## src/rtl/axa_undo_stack.sv

```systemverilog
// axa_undo_stack: circular LIFO holding old destination values for undo.
// When full, a push overwrites the oldest entry and pulses dropped.
// Peek reads any entry by depth combinationally (0 = top of stack).
// Optional build macro AXA_UNDO_CLEAR_EN adds a clear input that flushes
// the history in one cycle.
module axa_undo_stack #(
   parameter int WIDTH = 16,
   parameter int DEPTH = 16,
   parameter int PTR_W = 4
) (
   input  logic             clk,
   input  logic             reset,
`ifdef AXA_UNDO_CLEAR_EN
   input  logic             clear,
`endif
   input  logic             push,
   input  logic [WIDTH-1:0] push_data,
   input  logic             pop,
   output logic [WIDTH-1:0] pop_data,
   output logic             pop_valid,
   input  logic [PTR_W-1:0] peek_idx,
   output logic [WIDTH-1:0] peek_data,
   output logic             peek_valid,
   output logic [PTR_W:0]   count,
   output logic             empty,
   output logic             full,
   output logic             dropped,
   output logic             pop_err
);

   localparam logic [PTR_W:0] C_DEPTH = (PTR_W+1)'(DEPTH);

   logic [WIDTH-1:0] r_mem [DEPTH];
   logic [PTR_W-1:0] r_tp;
   logic [PTR_W:0]   r_count;
   logic [WIDTH-1:0] r_pop_data;
   logic             r_pop_valid;
   logic             r_dropped;
   logic             r_pop_err;

   logic             w_clear;
   logic             w_empty;
   logic             w_full;
   logic [PTR_W-1:0] w_top;
   logic             w_replace;
   logic             w_wr_en;
   logic [PTR_W-1:0] w_wr_addr;
   logic [PTR_W-1:0] w_peek_ptr;

`ifdef AXA_UNDO_CLEAR_EN
   assign w_clear = clear;
`else
   assign w_clear = 1'b0;
`endif

   assign w_empty   = (r_count == '0);
   assign w_full    = (r_count == C_DEPTH);
   assign w_top     = r_tp - PTR_W'(1);
   // Push and pop together on a non-empty stack swaps the top entry in place.
   assign w_replace = push && pop && !w_empty;
   assign w_wr_en   = !reset && !w_clear && push;
   assign w_wr_addr = w_replace ? w_top : r_tp;

   // Storage write: either the next free slot or the top slot on a replace.
   always_ff @(posedge clk) begin
      if (w_wr_en) begin
         r_mem[w_wr_addr] <= push_data;
      end
   end

   // Pointer, occupancy, popped value and single-cycle status pulses.
   always_ff @(posedge clk) begin
      if (reset) begin
         r_tp        <= '0;
         r_count     <= '0;
         r_pop_data  <= '0;
         r_pop_valid <= 1'b0;
         r_dropped   <= 1'b0;
         r_pop_err   <= 1'b0;
      end else begin
         r_pop_valid <= 1'b0;
         r_dropped   <= 1'b0;
         r_pop_err   <= 1'b0;
         if (w_clear) begin
            r_tp    <= '0;
            r_count <= '0;
         end else if (w_replace) begin
            r_pop_data  <= r_mem[w_top];
            r_pop_valid <= 1'b1;
         end else if (pop && !w_empty) begin
            r_pop_data  <= r_mem[w_top];
            r_pop_valid <= 1'b1;
            r_tp        <= w_top;
            r_count     <= r_count - 1'b1;
         end else begin
            // Reaching here with pop set means the stack is empty.
            if (pop) begin
               r_pop_err <= 1'b1;
            end
            if (push) begin
               r_tp <= r_tp + PTR_W'(1);
               if (w_full) begin
                  r_dropped <= 1'b1;
               end else begin
                  r_count <= r_count + 1'b1;
               end
            end
         end
      end
   end

   // Peek walks down from the top entry; out-of-range depths read as zero.
   always_comb begin
      w_peek_ptr = w_top - peek_idx;
      peek_valid = ({1'b0, peek_idx} < r_count);
      peek_data  = '0;
      if (peek_valid) begin
         peek_data = r_mem[w_peek_ptr];
      end
   end

   assign pop_data  = r_pop_data;
   assign pop_valid = r_pop_valid;
   assign count     = r_count;
   assign empty     = w_empty;
   assign full      = w_full;
   assign dropped   = r_dropped;
   assign pop_err   = r_pop_err;

endmodule

```

## config.mk

```make
export PLATFORM = sky130hd
export DESIGN_NAME = axa_undo_stack
export DESIGN_NICKNAME = d
export VERILOG_FILES = /design/src/rtl/axa_undo_stack.sv
export SDC_FILE = /design/constraint.sdc
export NUM_CORES = 1
export LEC_CHECK = 0
export BUFFER_PORTS_ARGS = -buffer_cell sky130_fd_sc_hd__buf_2
export CAP_MARGIN = 10
export CORE_MARGIN = 3
export CORE_UTILIZATION = 63
export CTS_BUF_LIST = sky130_fd_sc_hd__clkbuf_8
export DETAILED_ROUTE_END_ITERATION = 6
export GPL_TIMING_DRIVEN = 0
export PLACE_DENSITY = 0.79
export SKIP_CTS_REPAIR_TIMING = 1
export SLEW_MARGIN = 5
export SYNTH_ARGS = -nofsm -noshare
export SYNTH_HDL_FRONTEND = slang
export SYNTH_SLANG_ARGS = --single-unit
```

## constraint.sdc

```tcl
create_clock -name clk -period 5.6 [get_ports clk]
set_input_delay 0.28 -clock clk [delete_from_list [all_inputs] [get_ports clk]]
set_output_delay 0.28 -clock clk [all_outputs]
set_load 0.02 [all_outputs]
```

==> impl_metrics.ini <==
[synth]
synthAdderAreaFrac = 0.01321
synth-xor-area-share = 0.009490
synth_compound_area_frac = 0.05294
synth_cells = 787
synth_cell_types = 44
syn_area_um2 = 13450
syn_avg_cell_area_um2 = 17.09
syn_nets = 824
ys.warnings.count = 0
synthMuxAreaShare = 0.2339
ys_ff_latch = 284
synth_top_family_by_area = multiplexers
synth-simple-area-share = 0.05108
yosysSeqAreaShare = 0.6133

[worst_hold_path]
worstHoldStart = pop
hold_class = input pin to flip-flop

[global_route]
antenna_found_initial = 2
track_usage = 0.3147
grt_overflow = 0
grt_pass1_wl_um = 54210
grt_pass1_vias = 8981
grt_max_degree = 17

[sta]
finalSetupViolCount = 0
fmax_mhz = 184.5
hold_violations = 0
worst_slew_pin_slew_ns = 0.9348
final.period_utilization = 0.9680
period_minus_slack_ns = 5.421
drv_slew = 0
slew_headroom = 0.3768
hold_slack_ns = 0.03450
finalClockSkew_ns = 0.02819

[floorplan]
die_w_um = 152.1
coreArea_um2 = 20620
die_area_um2 = 23130
io_pins = 67
die_h_um = 152.1
start_util = 0.6520
rows = 52

[layout]
finalNonFillerCells = 1222
syn_to_final_growth_pct = 14.22
fin_nets = 952
drive_gt1_frac = 0.3529
diodes = 0
fillers = 1215

[clock_network]
clock_tree.root_cell = clkbuf_8
numCtsBuffers = 46
cts_max_path_buffers = 3
h-tree-depth = 2
cts_tree = built
insertion_delay_ns = 0.56
cts_sinks = 284
path_clk_slew_ns = 0.06

[critical_path]
start_kind = flip-flop
critPathKind = flip-flop to output port
endpoint_kind = output port
crit_fanout = 18
cp_data_arrival_time_ns = 5.14
setup.worst_path.start = r_tp[0]$_SDFFE_PP0P_
cp.required_ns = 5.32
r2r-start = r_tp[0]$_SDFFE_PP0P_

[placement]
gp_congestion = 0.8843
dpl.hpwl_um = 25390
dp.cells = 1138
portBuffers = 64

[drt]
detail_route.vias_per_cell = 7.029
first_pass_iters = 6
final_antenna_net_count = 0
drt_iter0_markers = 1376
route.detailed.drc = 0
dr_total_vias = 8590
wl_um = 36420
wl_per_cell_um = 29.80

[power_and_ir_drop]
p_per_area_nw_per_um2 = 615.8
total_power_uw = 9458
p_leak_uw = 0.005393
vdd_drop_max_uv = 298.0

[flow_run]
cap_violations = 0

[outcome]
status = finished clean
path summary, 6_finish.rpt:
check / slack [ns] / endpoint / cells after the start
min: 0.03 / dropped$_SDFF_PP0_ / 2
min reg2reg: 0.46 / pop_data[4]$_SDFFE_PP0P_ / 1
max reg2reg: 1.83 / r_mem[6][2]$_DFFE_PP_ / 12
max: 0.18 / peek_data[10] / 16
report_power, final:
part,switching [uW],internal (uW),total (uW)
Combinational,3100,1940,5040
Sequential,90.8,2490,2580
Clock,824,1020,1840
layout make-up:
| type | instances | area [um^2] | share of cell area |
|---|---|---|---|
| timing repair buffer | 81 | 558.0 | 0.03633 |
| clock inverter | 31 | 206.4 | 0.01344 |
| multi-input combinational | 430 | 4901 | 0.3191 |
| buffer | 57 | 309.0 | 0.02012 |
| clock buffer | 54 | 743.2 | 0.04839 |
| tap | 270 | 337.8 | 0.02199 |
| inverter | 15 | 56.30 | 0.003666 |
| sequential | 284 | 8248 | 0.5370 |
metal layers:
metal | vias to the layer above | track usage | share of wire
met2 | 636 | 0.5127 | 0.50
met1 | 4372 | 0.4186 | 0.34
li1 | 3477 | - | -
met5 | - | 0 | 0.00058
met4 | 4 | 0.1169 | 0.027
met3 | 101 | 0.08049 | 0.13
cells by family (layout without fill, tap and decap cells):
logic type | count (synthesis) | count (layout)
AO/OA/AOI/OAI | 99 | 99
XOR/XNOR | 13 | 13
adder cells (fa/ha/maj) | 13 | 13
buffers and inverters | 73 | 238
flip-flops | 284 | 284
multiplexers | 154 | 154
AND/OR/NAND/NOR | 151 | 151
layout by cell type (no fill, tap or decap), drive strengths merged, types with 2 or more instances in the layout:
cell       n
a21oi     37
clkbuf    82
xnor2     10
a2111oi   16
buf      109
fa         2
mux2       2
nor2b     21
clkinv    15
inv       27
ha        11
mux2i     24
edfxtp   256
nor4b      2
and3       2
a21o       2
a211o     16
nand2     84
xor2       2
o21ai      5
nor3       3
mux4     128
nand2b     4
dfxtp     28
a211oi    19
nor2      29
bufinv     3
o211ai     2
synth_stat cells:
master       n  share of area
xnor3_1      1         0.0017
o2111ai_1    1        0.00065
a311oi_1     1        0.00065
a211oi_1    15         0.0084
nand2b_1     4         0.0019
o21ai_4      1         0.0012
xor2_1       2         0.0013
nor3_1       2        0.00074
a21o_1       2         0.0011
buf_1        4         0.0011
mux2_2       2         0.0017
nand2_1     84          0.023
buf_4        5         0.0028
a21oi_1     37          0.014
xnor2_1     10         0.0065
fa_1         2         0.0030
and3_1       2        0.00093
or2_1        1        0.00047
nor4b_1      2         0.0013
nor3_4       1         0.0012
o21ai_0      4         0.0015
inv_2        1        0.00028
ha_1        11          0.010
nand3b_2     1        0.00084
clkbuf_2     1        0.00037
a211oi_2     4         0.0037
mux2i_1     24          0.018
clkbuf_1    28         0.0078
or4_1        1        0.00056
a211o_1     16          0.010
o211ai_1     2         0.0011
a2111oi_0   16          0.010
dfxtp_1     28          0.042
nand3_1      1        0.00037
buf_6        5         0.0042
inv_1       14         0.0039
edfxtp_1   256           0.57
nor2_4       1        0.00084
nor4_1       1        0.00047
mux4_2     128           0.21
or3_1        1        0.00047
buf_2       15         0.0056
nor2_1      28         0.0078
nor2b_1     21         0.0098
flip-flops by register name (all words and copies together), names as in the netlist:
name / cells
r_mem: 256
pop_data: 16
count: 5
r_tp: 4
dropped: 1
pop_err: 1
pop_valid: 1
per-stage QoR:
step | setup WS (ns) | instance area, um^2 | util | setup TNS (ns)
floorplan | 1.260 | 13450 | - | 0
global placement | -0.6226 | 14110 | 0.6839 | -6.021
detailed placement | -0.7784 | 14380 | 0.6974 | -8.463
CTS | -1.378 | 15330 | 0.7434 | -18.18
global route | -0.006556 | 15360 | 0.7447 | -0.006556
finish | 0.1794 | 15360 | 0.7447 | 0
worst max-delay path, cell delays in order, from the launching register on:
cell and delay, ns:
dfxtp_1 0.41, buf_6 0.25, inv_1 0.14, ha_1 0.41, clkbuf_1 0.24, clkbuf_2 0.40
clkbuf_4 0.38, inv_1 0.15, ha_1 0.30, nor2b_1 0.12, o21ai_0 0.28, and3_1 0.23
clkbuf_2 0.21, clkbuf_2 0.29, a2111oi_0 0.10, a211oi_1 0.41, buf_2 0.24
No activity file was read; power rests on OpenSTA's default activity.
